--- config.mk ---
export PLATFORM = sky130hd
export DESIGN_NAME = opl_mix_seq_flat
export DESIGN_NICKNAME = d
export VERILOG_FILES = /design/src/rtl/opl_mix_seq_if.sv /design/src/rtl/opl_mix_seq.sv /design/src/flat_wrapper.sv
export SDC_FILE = /design/constraint.sdc
export NUM_CORES = 1
export LEC_CHECK = 0
export BUFFER_PORTS_ARGS = -buffer_cell sky130_fd_sc_hd__buf_4
export CAP_MARGIN = 5
export CORE_MARGIN = 1.5
export CORE_UTILIZATION = 45
export DETAILED_ROUTE_END_ITERATION = 6
export PLACE_DENSITY = 0.72
export SKIP_LAST_GASP = 1
export SYNTH_ARGS = -nofsm -noshare
export SYNTH_HDL_FRONTEND = slang
export SYNTH_SLANG_ARGS = --single-unit
--- constraint.sdc ---
create_clock -name clk -period 12.2 [get_ports clk]
set_input_delay 0.61 -clock clk [delete_from_list [all_inputs] [get_ports clk]]
set_output_delay 0.61 -clock clk [all_outputs]
set_load 0.05 [all_outputs]
--- src/rtl/opl_mix_seq_if.sv ---
// Volume-write bus and mixed-sample output bus for opl_mix_seq.
// The master side (controller/DAC path) writes volumes and receives samples.
interface opl_mix_seq_if #(
    parameter int SAMPLE_W = 16,
    parameter int VOL_W    = 8
);
    logic                       vol_wr;
    logic [3:0]                 vol_addr;
    logic [VOL_W-1:0]           vol_din;
    logic signed [SAMPLE_W-1:0] left;
    logic signed [SAMPLE_W-1:0] right;
    logic                       sample_stb;

    modport master (
        output vol_wr, vol_addr, vol_din,
        input  left, right, sample_stb
    );

    modport slave (
        input  vol_wr, vol_addr, vol_din,
        output left, right, sample_stb
    );
endinterface

--- src/rtl/opl_mix_seq.sv ---
// N-channel stereo mixer and sample-rate sequencer.
// Each frame snapshots all channel samples and a volume shadow on the rate
// tick, accumulates one scaled channel per clock, then shifts and saturates.
// Optional build macro: OPL_MIX_CLIP_CNT_EN enables the clipped-frame counter.
module opl_mix_seq #(
    parameter int OPLCLK   = 50000000,
    parameter int RATE     = 44100,
    parameter int CHANNELS = 4,
    parameter int SAMPLE_W = 16,
    parameter int VOL_W    = 8
) (
    input  logic                         clk,
    input  logic                         reset_n,
    input  logic [CHANNELS*SAMPLE_W-1:0] ch_left,
    input  logic [CHANNELS*SAMPLE_W-1:0] ch_right,
    opl_mix_seq_if.slave                 bus,
    output logic                         overrun,
    output logic [7:0]                   clip_cnt
);
    localparam int TICK   = OPLCLK / RATE;
    localparam int CNT_W  = (TICK > 1) ? $clog2(TICK) : 1;
    localparam int PROD_W = SAMPLE_W + VOL_W + 1;
    localparam int ACC_W  = SAMPLE_W + VOL_W + $clog2(CHANNELS) + 1;
    localparam logic [3:0] LAST = 4'(CHANNELS - 1);
    localparam logic [VOL_W-1:0] UNITY = {1'b1, {(VOL_W-1){1'b0}}};
    localparam logic signed [ACC_W-1:0] MAXV = ACC_W'((longint'(1) << (SAMPLE_W-1)) - 1);
    localparam logic signed [ACC_W-1:0] MINV = -MAXV - 1;

    typedef enum logic [1:0] {IDLE, ACC, SAT, OUT} state_t;

    state_t                      state, state_nxt;
    logic [1:0]                  rst_sync;
    logic                        rst_n;
    logic [CNT_W-1:0]            tick_cnt;
    logic                        tick;
    logic [VOL_W-1:0]            vol    [CHANNELS];
    logic [VOL_W-1:0]            vol_sh [CHANNELS];
    logic [CHANNELS*SAMPLE_W-1:0] samp_l, samp_r;
    logic signed [ACC_W-1:0]     acc_l, acc_r;
    logic [3:0]                  idx;
    logic [VOL_W-1:0]            vol_sel;
    logic signed [SAMPLE_W-1:0]  s_l, s_r;
    logic signed [PROD_W-1:0]    p_l, p_r;
    logic signed [ACC_W-1:0]     sh_l, sh_r;
    logic                        over_l, under_l, over_r, under_r;
    logic signed [SAMPLE_W-1:0]  sat_l, sat_r;

    // Reset asserts asynchronously, deasserts after two clock edges
    always_ff @(posedge clk or negedge reset_n) begin
        if (!reset_n) rst_sync <= '0;
        else          rst_sync <= {rst_sync[0], 1'b1};
    end
    assign rst_n = rst_sync[1];

    // Frame-rate counter; tick fires while the count is zero
    always_ff @(posedge clk or negedge rst_n) begin
        if (!rst_n)                              tick_cnt <= '0;
        else if (tick_cnt == CNT_W'(TICK - 1))   tick_cnt <= '0;
        else                                     tick_cnt <= tick_cnt + 1'b1;
    end
    assign tick = (tick_cnt == '0);

    // State register
    always_ff @(posedge clk or negedge rst_n) begin
        if (!rst_n) state <= IDLE;
        else        state <= state_nxt;
    end

    // Next-state decode and strobe
    always_comb begin
        state_nxt      = state;
        bus.sample_stb = 1'b0;
        case (state)
            IDLE: if (tick) state_nxt = ACC;
            ACC:  if (idx == LAST) state_nxt = SAT;
            SAT:  state_nxt = OUT;
            OUT: begin
                bus.sample_stb = 1'b1;
                state_nxt      = IDLE;
            end
            default: state_nxt = IDLE;
        endcase
    end

    // Live volume table and per-frame shadow; a write coinciding with the tick lands in the shadow
    always_ff @(posedge clk or negedge rst_n) begin
        if (!rst_n) begin
            for (int unsigned i = 0; i < CHANNELS; i++) begin
                vol[i]    <= UNITY;
                vol_sh[i] <= UNITY;
            end
        end else begin
            for (int unsigned i = 0; i < CHANNELS; i++) begin
                if (bus.vol_wr && bus.vol_addr == 4'(i)) vol[i] <= bus.vol_din;
                if (state == IDLE && tick)
                    vol_sh[i] <= (bus.vol_wr && bus.vol_addr == 4'(i)) ? bus.vol_din : vol[i];
            end
        end
    end

    // Channel select, scaling and saturation
    always_comb begin
        vol_sel = '0;
        for (int unsigned i = 0; i < CHANNELS; i++)
            if (idx == 4'(i)) vol_sel = vol_sh[i];
        s_l     = samp_l[idx*SAMPLE_W +: SAMPLE_W];
        s_r     = samp_r[idx*SAMPLE_W +: SAMPLE_W];
        p_l     = s_l * $signed({1'b0, vol_sel});
        p_r     = s_r * $signed({1'b0, vol_sel});
        sh_l    = acc_l >>> (VOL_W - 1);
        sh_r    = acc_r >>> (VOL_W - 1);
        over_l  = sh_l > MAXV;
        under_l = sh_l < MINV;
        over_r  = sh_r > MAXV;
        under_r = sh_r < MINV;
        sat_l   = over_l ? SAMPLE_W'(MAXV) : under_l ? SAMPLE_W'(MINV) : SAMPLE_W'(sh_l);
        sat_r   = over_r ? SAMPLE_W'(MAXV) : under_r ? SAMPLE_W'(MINV) : SAMPLE_W'(sh_r);
    end

    // Datapath: snapshot, serial accumulate, output register
    // Outputs load on the SAT->OUT edge so they are already valid while sample_stb is high.
    always_ff @(posedge clk or negedge rst_n) begin
        if (!rst_n) begin
            samp_l    <= '0;
            samp_r    <= '0;
            acc_l     <= '0;
            acc_r     <= '0;
            idx       <= '0;
            bus.left  <= '0;
            bus.right <= '0;
        end else begin
            case (state)
                IDLE: if (tick) begin
                    samp_l <= ch_left;
                    samp_r <= ch_right;
                    acc_l  <= '0;
                    acc_r  <= '0;
                    idx    <= '0;
                end
                ACC: begin
                    acc_l <= acc_l + p_l;
                    acc_r <= acc_r + p_r;
                    if (idx != LAST) idx <= idx + 1'b1;
                end
                SAT: begin
                    bus.left  <= sat_l;
                    bus.right <= sat_r;
                end
                default: ;
            endcase
        end
    end

    // Sticky flag for ticks that arrive while a frame is still in flight
    always_ff @(posedge clk or negedge rst_n) begin
        if (!rst_n)                     overrun <= 1'b0;
        else if (tick && state != IDLE) overrun <= 1'b1;
    end

`ifdef OPL_MIX_CLIP_CNT_EN
    logic clip_frame;

    // Count frames where either side clamped, saturating at 255
    always_ff @(posedge clk or negedge rst_n) begin
        if (!rst_n) begin
            clip_frame <= 1'b0;
            clip_cnt   <= '0;
        end else begin
            if (state == SAT) clip_frame <= over_l | under_l | over_r | under_r;
            if (state == OUT && clip_frame && clip_cnt != 8'hFF) clip_cnt <= clip_cnt + 1'b1;
        end
    end
`else
    assign clip_cnt = '0;
`endif

endmodule
--- src/flat_wrapper.sv ---
// flat-port wrapper written by rule: the top's interface ports become plain ports
module opl_mix_seq_flat 
#(
    parameter int OPLCLK   = 50000000,
    parameter int RATE     = 44100,
    parameter int CHANNELS = 4,
    parameter int SAMPLE_W = 16,
    parameter int VOL_W    = 8
)
  (clk, reset_n, ch_left, ch_right, overrun, clip_cnt, bus_vol_wr, bus_vol_addr, bus_vol_din, bus_left, bus_right, bus_sample_stb);
  opl_mix_seq_if #(.SAMPLE_W(SAMPLE_W), .VOL_W(VOL_W)) bus_i ();
  input  logic clk;
  input  logic reset_n;
  input  logic [CHANNELS*SAMPLE_W-1:0] ch_left;
  input  logic [CHANNELS*SAMPLE_W-1:0] ch_right;
  output logic overrun;
  output logic [7:0] clip_cnt;
  input wire logic [$bits(bus_i.vol_wr)-1:0] bus_vol_wr;
  input wire logic [$bits(bus_i.vol_addr)-1:0] bus_vol_addr;
  input wire logic [$bits(bus_i.vol_din)-1:0] bus_vol_din;
  output wire logic [$bits(bus_i.left)-1:0] bus_left;
  output wire logic [$bits(bus_i.right)-1:0] bus_right;
  output wire logic [$bits(bus_i.sample_stb)-1:0] bus_sample_stb;
  assign bus_i.vol_wr = bus_vol_wr;
  assign bus_i.vol_addr = bus_vol_addr;
  assign bus_i.vol_din = bus_vol_din;
  assign bus_left = bus_i.left;
  assign bus_right = bus_i.right;
  assign bus_sample_stb = bus_i.sample_stb;
  opl_mix_seq #(.OPLCLK(OPLCLK), .RATE(RATE), .CHANNELS(CHANNELS), .SAMPLE_W(SAMPLE_W), .VOL_W(VOL_W)) u_core (.clk(clk), .reset_n(reset_n), .ch_left(ch_left), .ch_right(ch_right), .bus(bus_i), .overrun(overrun), .clip_cnt(clip_cnt));
endmodule
==> metrics.txt, run 1 <==
I/O Buffers ~180; row count 84; Sw Ratio slightly below 40%; clock power share between 20% and 30%; CP startpoint kind register; H-tree Lvls 1; clk buf depth 3; # diodes 0; Die ar. around 54000 sq um; vias in the first global route 17400; fin. max-slew vios 0; Avg Cell Area, Syn roughly 10 sq um; GR Overflow Total 0; final setup TNS 0 ns; most frequent cells in the layout 400 x inv_1, 287 x dfrtp_1, 254 x fa_1, 243 x nand2_1, 226 x nor2_1; Residual DRC 0; RSZ-0062 raised after global routing no; TritonCTS clock tree done; Initial DRT Pass Iterations 5; Setup CP Type reg -> reg; Post-Syn Instances between 2000 and 2500; initial DRC count about 1100; Hold Path Class in -> reg; nets@finish 3021; Worst Tran Pin Value 1.21 ns; post-DP HPWL about 44000 um; post-place setup slack 3.78 ns; share of layout cells above drive strength 1 19.1%; RR Endpoint u_core.acc_l[26]; FILL cells 4648; commonest non-fill, non-tap cell in the layout inv_1; post-synth cell types 60; origin of the worst setup path u_core.idx[0]; setup violation total in the final timing report 0; FF+latch count, synth 298; fin crit share 69.5%; Tmin final ~8.5 ns; asr flop ratio synth 100%; Hold Buf Count CTS 1; crit end category register; Final ANT Viol Nets 0; P&R area growth vs syn 11.7%; CP Max Fanout 54; Hold Vio Cnt, Final 0; post-CTS sizing 0; status finished clean; vias 16700; Die Wd between 200 and 250 um; power per cell area 141 nW/um^2; IR drop worst, VDD between 0.09 and 0.1 mV; die height 233 um; switching power 1.48 mW; Max Clock Freq 0.118 GHz; combinational power share 40.7%; total power 3.75 mW; final setup margin approximately 3.7 ns; Flop pwr share 35.1%; clock transition at the registers of the reported paths approximately 0.060 ns; area of the core 52400 sq um; drt via density 5.20; R2R depth 24; YS warnings 0; wirelength, routed between 50000 and 60000 um; post-route clock skew 0.0135 ns; TritonCTS Buffers 31; max-cap check violation count 0; postcts setup bufs 0; Post-synth EDFFs 0; leak pwr 13.7 nW; internal power between 2 and 2.5 mW; Required @ worst endpoint 12.64 ns; clock root buffer clkbuf_16; total clock sinks 298; RR Startpoint u_core.idx[0]; Starting Density 45.4%; first-pass GRT wire length 91000 um; largest net degree at the start of global routing 163; hold slack 0.250 ns; Clock Latency Late Sink 0.59 ns; initial antenna violation count 1; flop2flop setup slack 3.72 ns; gr usage total 21.1%; Mapped Area about 24000 sq um; Routability Congestion 0.915; Avg WL per Cell about 17 um; WP data arrival 8.92 ns; IO Count 185; register area share after synthesis 31.4%; Top FF cell, synth dfrtp_1; Max-Slew Margin vs Limit 18.5%; worst setup path end u_core.acc_l[26]
[area by class of cell]
| class | count | area, sq um | share of cell area, % |
|---|---|---|---|
| Sequential cell | 298 | 7470 | 28.1 |
| Inverter | 400 | 1500 | 5.64 |
| Clock inverter | 9 | 85.1 | 0.320 |
| Clock buffer | 48 | 880 | 3.31 |
| Multi-Input combinational cell | 1576 | 14400 | 54.0 |
| Timing Repair Buffer | 188 | 1430 | 5.36 |
| Tap cell | 688 | 861 | 3.24 |
[worst min-delay path by stage]
stage | start | end | slack [ns] | cells past startpoint
floorplan | reset_n | u_core.rst_sync[0] | 0.31 | 0
global placement | u_core.rst_sync[0] | u_core.rst_sync[1] | 0.34 | 0
detailed placement | u_core.rst_sync[0] | u_core.rst_sync[1] | 0.34 | 0
CTS | ch_right[54] | u_core.samp_r[54] | 0.22 | 2
global route | ch_right[54] | u_core.samp_r[54] | 0.23 | 2
finish | ch_left[14] | u_core.samp_l[14] | 0.25 | 2
[state kept, by name (all words and copies together), names as in the netlist]
register and count:
u_core.overrun 1, u_core.bus.left 16, u_core.state 2, u_core.idx 4
u_core.acc_r 27, u_core.acc_l 27, u_core.samp_r 64, u_core.vol 32
u_core.bus.right 16, u_core.tick_cnt 11, u_core.samp_l 64, u_core.vol_sh 32
u_core.rst_sync 2
[per-layer routing]
metal / up-vias / share of wire [%] / GRT usage [%]
li1: 7803 / - / -
met1: 8299 / 45 / 29.7
met2: 483 / 46 / 33.6
met3: 84 / 5.9 / 3.24
met4: 0 / 2.7 / 6.49
met5: - / 0 / 0
[power by group through the flow]
stage               logic, mW  clock network, mW  registers [mW]
finish                   1.52              0.909            1.31
global placement         1.50                  0            1.32
CTS                      1.53              0.934            1.32
floorplan               0.957                  0            1.48
global route             1.72              0.974            1.34
detailed placement       1.53                  0            1.33
[synth_stat cells, types with 7 or more instances]
cell type	n	area (sq um)
buf_4	10	75.1
nor2_1	227	852
a21oi_1	67	335
and3_1	16	100
nand2_1	243	912
mux4_2	15	338
nand2b_1	23	144
fa_1	254	5080
buf_2	22	110
inv_1	400	1500
o21ai_0	90	450
dfrtp_1	290	7260
nand3_1	36	180
a22o_1	9	78.8
mux2_2	212	2390
nor3_1	25	125
o21ai_1	8	40.0
nand4_1	15	93.8
buf_1	7	26.3
o22ai_1	30	188
xnor2_1	36	315
a21o_1	18	135
ha_1	129	1610
xor2_1	24	210
clkbuf_1	70	263
mux2i_1	18	180
and2_1	10	62.6
dfstp_2	8	210
[critical path, cell delays in order (launching register included)]
cell      delay (ns)
dfrtp_2         0.34
buf_4           0.70
ha_1            0.62
a21oi_1         0.14
nor2_1          0.11
a21oi_1         0.06
o21ai_0         0.41
and2_1          0.80
nand2_1         0.26
fa_1            0.82
fa_1            0.57
fa_1            0.53
inv_1           0.05
fa_1            0.47
inv_1           0.05
fa_1            0.47
inv_1           0.04
ha_1            0.38
a21oi_1         0.23
o21ai_0         0.19
nor4_1          0.30
a21boi_1        0.17
a221oi_1        0.36
xnor2_1         0.16
o21ai_0         0.08
[cell families after synthesis]
kind of cell	after synthesis	synth area share [%]
XOR/XNOR	60	2.21
AND/OR/NAND/NOR	608	10.8
multiplexers	245	12.2
other	2	0.0315
adder cells (fa/ha/maj)	383	28.1
flip-flops	298	31.4
AO/OA/AOI/OAI	271	6.81
buffers and inverters	513	8.46
[through the flow]
step / cell area [sq um] / utilization [%] / cells
6_report: 26600 / 50.7 / 3207
3_5_place_dp: 25600 / 48.9 / 3149
5_1_grt: 26600 / 50.7 / 3207
4_1_cts: 26600 / 50.7 / 3207
3_3_place_gp: 25600 / 48.9 / 3149
2_1_floorplan: 23800 / - / 2387
Power figures use the tool's default switching activity.
==> run 2, diff against run 1 <==
Settings changed: ABC_AREA set to 1, PLACE_DENSITY 0.72 to 0.74.
Clock period 12.2 ns to 7.3 ns, I/O delays scaled along.
==> run 2 against run 1 <==
Against the previous run:
- critical path depth grew 2
- synthesized cell count grew 39%
- clock skew grew 0.010 ns
- clock-buffer cell count shrank 4
- synthesized area grew 6.1%
- largest cell class unchanged
==> metrics.txt, run 2 <==
Tmin final 6.61 ns (was 8.48 ns); Worst Tran Pin Value 1.09 ns (was 1.21 ns); top cells by count, synth 1081 x nand2_1, 552 x inv_1, 290 x dfrtp_1 (was 400 x inv_1, 290 x dfrtp_1, 254 x fa_1); Clock Latency Late Sink 0.57 ns (was 0.59 ns); clock power share 27.5% (was 24.3%); max-cap check violation count 0 (unchanged); H-tree Lvls 2 (was 1); gr usage total 23.5% (was 21.1%); post-synth cell types 41 (was 60); Hold Path Class in -> reg (unchanged); Max Clock Freq 0.151 GHz (was 0.118 GHz); Hold Vio Cnt, Final 0 (unchanged); RR Startpoint u_core.idx[0] (unchanged); final setup margin 0.687 ns (was 3.72 ns); clk buf depth 3 (unchanged); IO Count 185 (unchanged); setup violation total in the final timing report 0 (unchanged); final setup TNS 0 ns (unchanged); placed insts 4137 (was 3149); fin. max-slew vios 0 (unchanged); clock transition at the registers of the reported paths 0.06 ns (about the same); Post-synth EDFFs 0 (unchanged); nets@finish 3983 (was 3021); share of layout cells above drive strength 1 9.71% (was 19.1%); fin crit share 90.6% (was 69.5%); area of the core 55300 sq um (was 52400 sq um); commonest non-fill, non-tap cell in the layout nand2_1 (was inv_1); hold_sp ch_right[13] (was ch_left[14]); Post-Syn Instances 3300 (was 2380); total clock sinks 298 (unchanged); Area after DPL 27100 sq um (was 25600 sq um); wirelength, routed 65900 um (was 55600 um); Sw Ratio 41.2% (was 39.5%); switching power 2.74 mW (was 1.48 mW); FILL cells 5363 (was 4648); IR drop worst, VDD 0.165 mV (was 0.0984 mV); P&R area growth vs syn 13.4% (was 11.7%); TritonCTS clock tree done (unchanged); power per cell area 233 nW/um^2 (was 141 nW/um^2); row count 86 (was 84); initial antenna violation count 0 (was 1); crit end category register (unchanged); I/O Buffers 176 (unchanged); initial DRC count 1952 (was 1056); Top FF cell, synth dfrtp_1 (unchanged); Mapped Area 25300 sq um (was 23800 sq um); clock root buffer clkbuf_16 (unchanged); postcts setup bufs 0 (unchanged); status finished clean (unchanged); Regs by FF count u_core.samp_l x64, u_core.samp_r x64 (unchanged); vias in the first global route 20800 (was 17400); GR Overflow Total 0 (unchanged); Die ar. 57600 sq um (was 54300 sq um); largest net degree at the start of global routing 146 (was 163); Starting Density 45.7% (was 45.4%); Die Wd 240 um (was 233 um); first-pass GRT wire length 108000 um (was 91000 um); design area 28600 sq um (was 26600 sq um); Initial DRT Pass Iterations 6 (was 5); asr flop ratio synth 100% (unchanged); vias 21300 (was 16700); Max-Slew Margin vs Limit 27.1% (was 18.5%); YS warnings 0 (unchanged); Flop pwr share 32.8% (was 35.1%); Hold Buf Count CTS 32 (was 1); most frequent cells in the layout 1081 x nand2_1, 552 x inv_1, 288 x dfrtp_1, 254 x fa_1, 251 x nor2_1 (was 400 x inv_1, 287 x dfrtp_1, 254 x fa_1, 243 x nand2_1, 226 x nor2_1); Area contributors post-synth dfrtp_1 29%, fa_1 20%, nand2_1 16% (was dfrtp_1 30%, fa_1 21%, mux2_2 10%); RSZ-0062 raised after global routing no (unchanged); drt via density 5.03 (was 5.20); die height 240 um (was 233 um); TritonCTS Buffers 34 (was 31); Avg Cell Area, Syn 7.66 sq um (was 10.0 sq um); Avg WL per Cell 15.6 um (was 17.3 um); CP Max Fanout 64 (was 54); post-synth top area cell dfrtp_1 (unchanged); post-DP HPWL 50900 um (was 44500 um); most common cell in the netlist nand2_1 (was inv_1); Final ANT Viol Nets 0 (unchanged); Setup CP Type reg -> reg (unchanged); post-route clock skew 0.0240 ns (was 0.0135 ns); post-CTS sizing 0 (unchanged); area share of the largest cell type after synthesis 28.7% (was 30.5%); internal power 3.92 mW (was 2.27 mW); Routability Congestion 0.961 (was 0.915); register area share after synthesis 29.6% (was 31.4%); Finished Core Util 51.8% (was 50.7%); FF+latch count, synth 298 (unchanged); leak pwr 15.8 nW (was 13.7 nW); CP startpoint kind register (unchanged); Required @ worst endpoint 7.74 ns (was 12.64 ns); WP data arrival 7.05 ns (was 8.92 ns); final non-filler cell total 4229 (was 3207); post-place setup slack 0.761 ns (was 3.78 ns); Residual DRC 0 (unchanged); combinational power share 39.8% (was 40.7%); # diodes 0 (unchanged); origin of the worst setup path u_core.idx[0] (unchanged)
[run 2: cell types whose count changed in the layout (fill, tap and decap cells not counted), sizes merged, moves of 17 or more]
| cell | delta |
|---|---|
| nand2b | -23 |
| nand3 | +59 |
| mux2 | -212 |
| inv | +178 |
| dlygate4sd3 | +31 |
| buf | +17 |
| a21oi | +132 |
| mux2i | -18 |
| xnor2 | -31 |
| o22ai | -28 |
| o21ai | +78 |
| nor2 | +25 |
| nand2 | +844 |
[run 2: routing by layer]
metal	global-route usage [%]	up-vias	part of all wire (%)	routed length (um)
li1	-	10300	-	-
met1	35.0	10100	47	30900
met2	35.7	748	43	28500
met3	3.57	96	7.5	4920
met4	6.40	0	2.4	1570
met5	0	-	0	0
[run 2: kinds of logic after synthesis]
logic type      after synthesis  synth area share, %
simple gates               1484                 23.1
buf+inv                     703                 11.2
compound gates              413                 9.06
fa+ha+maj                   383                 26.5
flops                       298                 29.6
xor+xnor                     17                0.589
other cells                   2               0.0297
[run 2: metrics by stage]
| stage | hold slack (ns) | total power, mW |
|---|---|---|
| 6_report | 0.0152 | 6.66 |
| 5_1_grt | 0.0107 | 7.16 |
| 4_1_cts | 0.000437 | 6.68 |
| 3_5_place_dp | 0.151 | 4.82 |
| 3_3_place_gp | 0.151 | 4.77 |
| 2_1_floorplan | 0.0694 | 4.04 |
[run 2: worst paths after layout]
check | endpoint | slack, ns | cells after the start
setup / recovery | u_core.acc_l[24] | 0.69 | 26
hold / removal | u_core.samp_r[13] | 0.02 | 3
setup reg to reg | u_core.acc_l[24] | 0.69 | 26
hold reg to reg | u_core.rst_sync[1] | 0.35 | 0
max in group asynchronous | u_core.samp_r[44] | 5.23 | 1
min in group asynchronous | u_core.rst_sync[1] | 0.14 | 2
[run 2: cell type report]
cell class,count,area [sq um],area share (%)
multi-input cells,2306,15000,52.4
flip-flops and latches,298,7470,26.1
inverters,581,2180,7.62
repair buffers,236,1860,6.51
clock buffers,44,940,3.28
well taps,748,936,3.27
clock inverters,16,238,0.830
[run 2: power by group through the flow]
| stage | Combinational, mW | Sequential (mW) | Clock, mW |
|---|---|---|---|
| finish | 2.65 | 2.18 | 1.83 |
| global route | 3.01 | 2.22 | 1.93 |
| CTS | 2.64 | 2.18 | 1.86 |
| detailed placement | 2.61 | 2.21 | 0 |
| global placement | 2.57 | 2.20 | 0 |
| floorplan | 1.58 | 2.46 | 0 |
[run 2: critical path, stage by stage, from the launching register on]
cell,delay [ns]
dfrtp_2,0.42
buf_4,0.58
nor2_1,0.11
nor2_1,0.11
o21ai_0,0.15
a21oi_2,0.43
inv_2,0.06
nor2_1,0.20
inv_1,0.12
fa_1,0.64
fa_1,0.72
inv_1,0.10
fa_1,0.51
inv_1,0.05
fa_1,0.48
fa_1,0.50
inv_1,0.04
ha_1,0.35
nand2_1,0.11
nor2_1,0.18
nand2_1,0.09
nor3_1,0.14
nand2_1,0.10
nand3_1,0.08
nand2_1,0.05
nand3_1,0.06
nand2_1,0.06
==> run 3, diff against run 2 <==
Clock period 7.3 ns to 5.5 ns, I/O delays scaled along.
==> run 3 against run 2 <==
Against the previous run:
- the flow now finishes with violations (setup timing)
- sequential cell count did not move
- sequential share of layout area fell by 3.9 points
- non-clock buffer count rose by 349
- sequential power rose by 34%
- critical path type unchanged
- critical endpoint is now u_core.acc_r[21]
==> metrics.txt, run 3 (synthesis results as in run 2) <==
status finished, violations left (was finished clean); failing checks setup timing; # diodes 0 (unchanged); IR drop worst, VDD 0.205 mV (was 0.165 mV); combinational power share 48.9% (was 39.8%); gr usage total 26.8% (was 23.5%); final setup TNS -3.37 ns (was 0 ns); P&R area growth vs syn 33.1% (was 13.4%); clock transition at the registers of the reported paths 0.06 ns (about the same); RR Startpoint u_core.idx[0] (unchanged); crit end category register (unchanged); RR Endpoint u_core.acc_r[21] (was u_core.acc_l[24]); register area 7470 sq um (about the same); Routability Congestion 0.931 (was 0.961); clock power share 23.4% (was 27.5%); die height 240 um (unchanged); final setup margin -0.221 ns (was 0.687 ns); drt via density 5.06 (was 5.03); clock root buffer clkbuf_16 (unchanged); Required @ worst endpoint 5.93 ns (was 7.74 ns); total clock sinks 298 (unchanged); Setup CP Type reg -> reg (unchanged); IO Count 185 (unchanged); largest net degree at the start of global routing 120 (was 146); post-DP HPWL 53400 um (was 50900 um); Sw Ratio 41.4% (was 41.2%); row count 86 (unchanged); Die Wd 240 um (unchanged); Starting Density 45.7% (unchanged); Flop pwr share 27.7% (was 32.8%); internal power 6.20 mW (was 3.92 mW); area of the core 55300 sq um (unchanged); first-pass GRT wire length 122000 um (was 108000 um); Hold Vio Cnt, Final 0 (unchanged); FILL cells 4650 (was 5363); power per cell area 315 nW/um^2 (was 233 nW/um^2); initial antenna violation count 0 (unchanged); Area after DPL 29100 sq um (was 27100 sq um); Regs by FF count u_core.samp_l x64, u_core.samp_r x64 (unchanged); R2R depth 30 (was 26); Max-Slew Margin vs Limit 23.1% (was 27.1%); multi-input logic area 16600 sq um (was 15000 sq um); Max Clock Freq 0.175 GHz (was 0.151 GHz); fin crit share 104% (was 90.6%); post-route clock skew 0.0208 ns (was 0.0240 ns); Tmin final 5.72 ns (was 6.61 ns); share of layout cells above drive strength 1 23.2% (was 9.71%); RSZ-0062 raised after global routing yes (was no); wirelength, routed 76400 um (was 65900 um); H-tree Lvls 2 (unchanged); design area 33600 sq um (was 28600 sq um); fin. max-slew vios 0 (unchanged); crit-path leading delay family adder cells (unchanged); post-place setup slack -0.376 ns (was 0.761 ns); most frequent cells in the layout 985 x nand2_1, 528 x inv_1, 409 x buf_4, 287 x dfrtp_1, 239 x fa_1 (was 1081 x nand2_1, 552 x inv_1, 288 x dfrtp_1, 254 x fa_1, 251 x nor2_1); TritonCTS Buffers 35 (was 34); Residual DRC 0 (unchanged); WP buf/inv 11 (was 6); vias in the first global route 23500 (was 20800); setup violation total in the final timing report 34 (was 0); max-cap check violation count 0 (unchanged); switching power 4.38 mW (was 2.74 mW); Clock Latency Late Sink 0.55 ns (was 0.57 ns); CP Max Fanout 8 (was 64); commonest non-fill, non-tap cell in the layout nand2_1 (unchanged); TritonCTS clock tree done (unchanged); Hold Path Class in -> async (was in -> reg); nets@finish 4336 (was 3983); CP startpoint kind register (unchanged); Critical-path top delay cell fa_1 (unchanged); vias 23200 (was 21300); GR Overflow Total 0 (unchanged); initial DRC count 1732 (was 1952); Die ar. 57600 sq um (unchanged); Initial DRT Pass Iterations 6 (unchanged); Avg WL per Cell 16.7 um (was 15.6 um); flop2flop setup slack -0.22 ns (was 0.69 ns); WP data arrival 6.15 ns (was 7.05 ns); CP peak stage delay 0.50 ns (was 0.72 ns); leak pwr 17.8 nW (was 15.8 nW); Worst Tran Pin Value 1.15 ns (was 1.09 ns); clk buf depth 3 (unchanged); I/O Buffers 176 (unchanged); Final ANT Viol Nets 0 (unchanged); origin of the worst setup path u_core.idx[0] (unchanged)
run 3: worst max-delay path by stage:
stage / to / slack (ns) / depth (start not counted)
after detailed placement: u_core.acc_l[18] / -0.38 / 29
after CTS: u_core.acc_l[20] / -0.06 / 23
after global routing: u_core.acc_r[24] / -0.42 / 31
final: u_core.acc_r[21] / -0.22 / 30
after global placement: u_core.acc_r[20] / -0.28 / 30
after floorplan: u_core.acc_r[24] / -0.009 / 29
run 3: layout make-up:
| type | instances | share of cell area, % |
|---|---|---|
| Multi-Input combinational cell | 2308 | 49.4 |
| Sequential cell | 298 | 22.2 |
| Timing Repair Buffer | 585 | 15.4 |
| Inverter | 581 | 6.56 |
| Clock buffer | 48 | 3.02 |
| Tap cell | 748 | 2.78 |
| Clock inverter | 15 | 0.599 |
| Timing Repair inverter | 1 | 0.0223 |
run 3: power groups by stage:
stage / registers (mW) / logic [mW] / clock network, mW
2_1_floorplan: 3.26 / 2.23 / 0
3_3_place_gp: 2.95 / 3.98 / 0
3_5_place_dp: 2.96 / 4.06 / 0
4_1_cts: 2.93 / 4.73 / 2.52
5_1_grt: 2.98 / 5.68 / 2.60
6_report: 2.93 / 5.17 / 2.48
run 3: repair_timing:
action,CTS,global route
endpoints found under the hold margin,130,0
gates cloned,7,3
endpoints found under the setup margin,41,43
resized for setup,227,152
pin swaps,100,79
hold buffers,129,0
setup buffers,28,19
run 3: worst register-to-register path, delay by kind of cell (launching register included):
family,cells,cell delay (ns)
fa+ha+maj,7,2.72
buf+inv,11,1.16
simple gates,10,1.08
flops,1,0.46
compound gates,2,0.21
run 3: per-stage QoR:
stage               hold slack, ns  cells  power [mW]  utilization (%)
floorplan                  -0.0206   3307        5.49                -
global placement            0.0632   4336        6.93             52.6
detailed placement          0.0635   4336        7.02             52.6
CTS                         0.0211   4563        10.2             59.7
global route                0.0453   4584        11.3             60.8
finish                      0.0507   4584        10.6             60.8
run 3: routing by layer:
metal	routed length (um)	vias up	GRT usage [%]	share of wire (%)
met5	0	-	0	0
met4	2230	0	8.40	2.9
met3	5130	142	3.83	6.7
met2	35100	860	42.8	46
met1	34000	11100	37.8	45
li1	-	11100	-	-
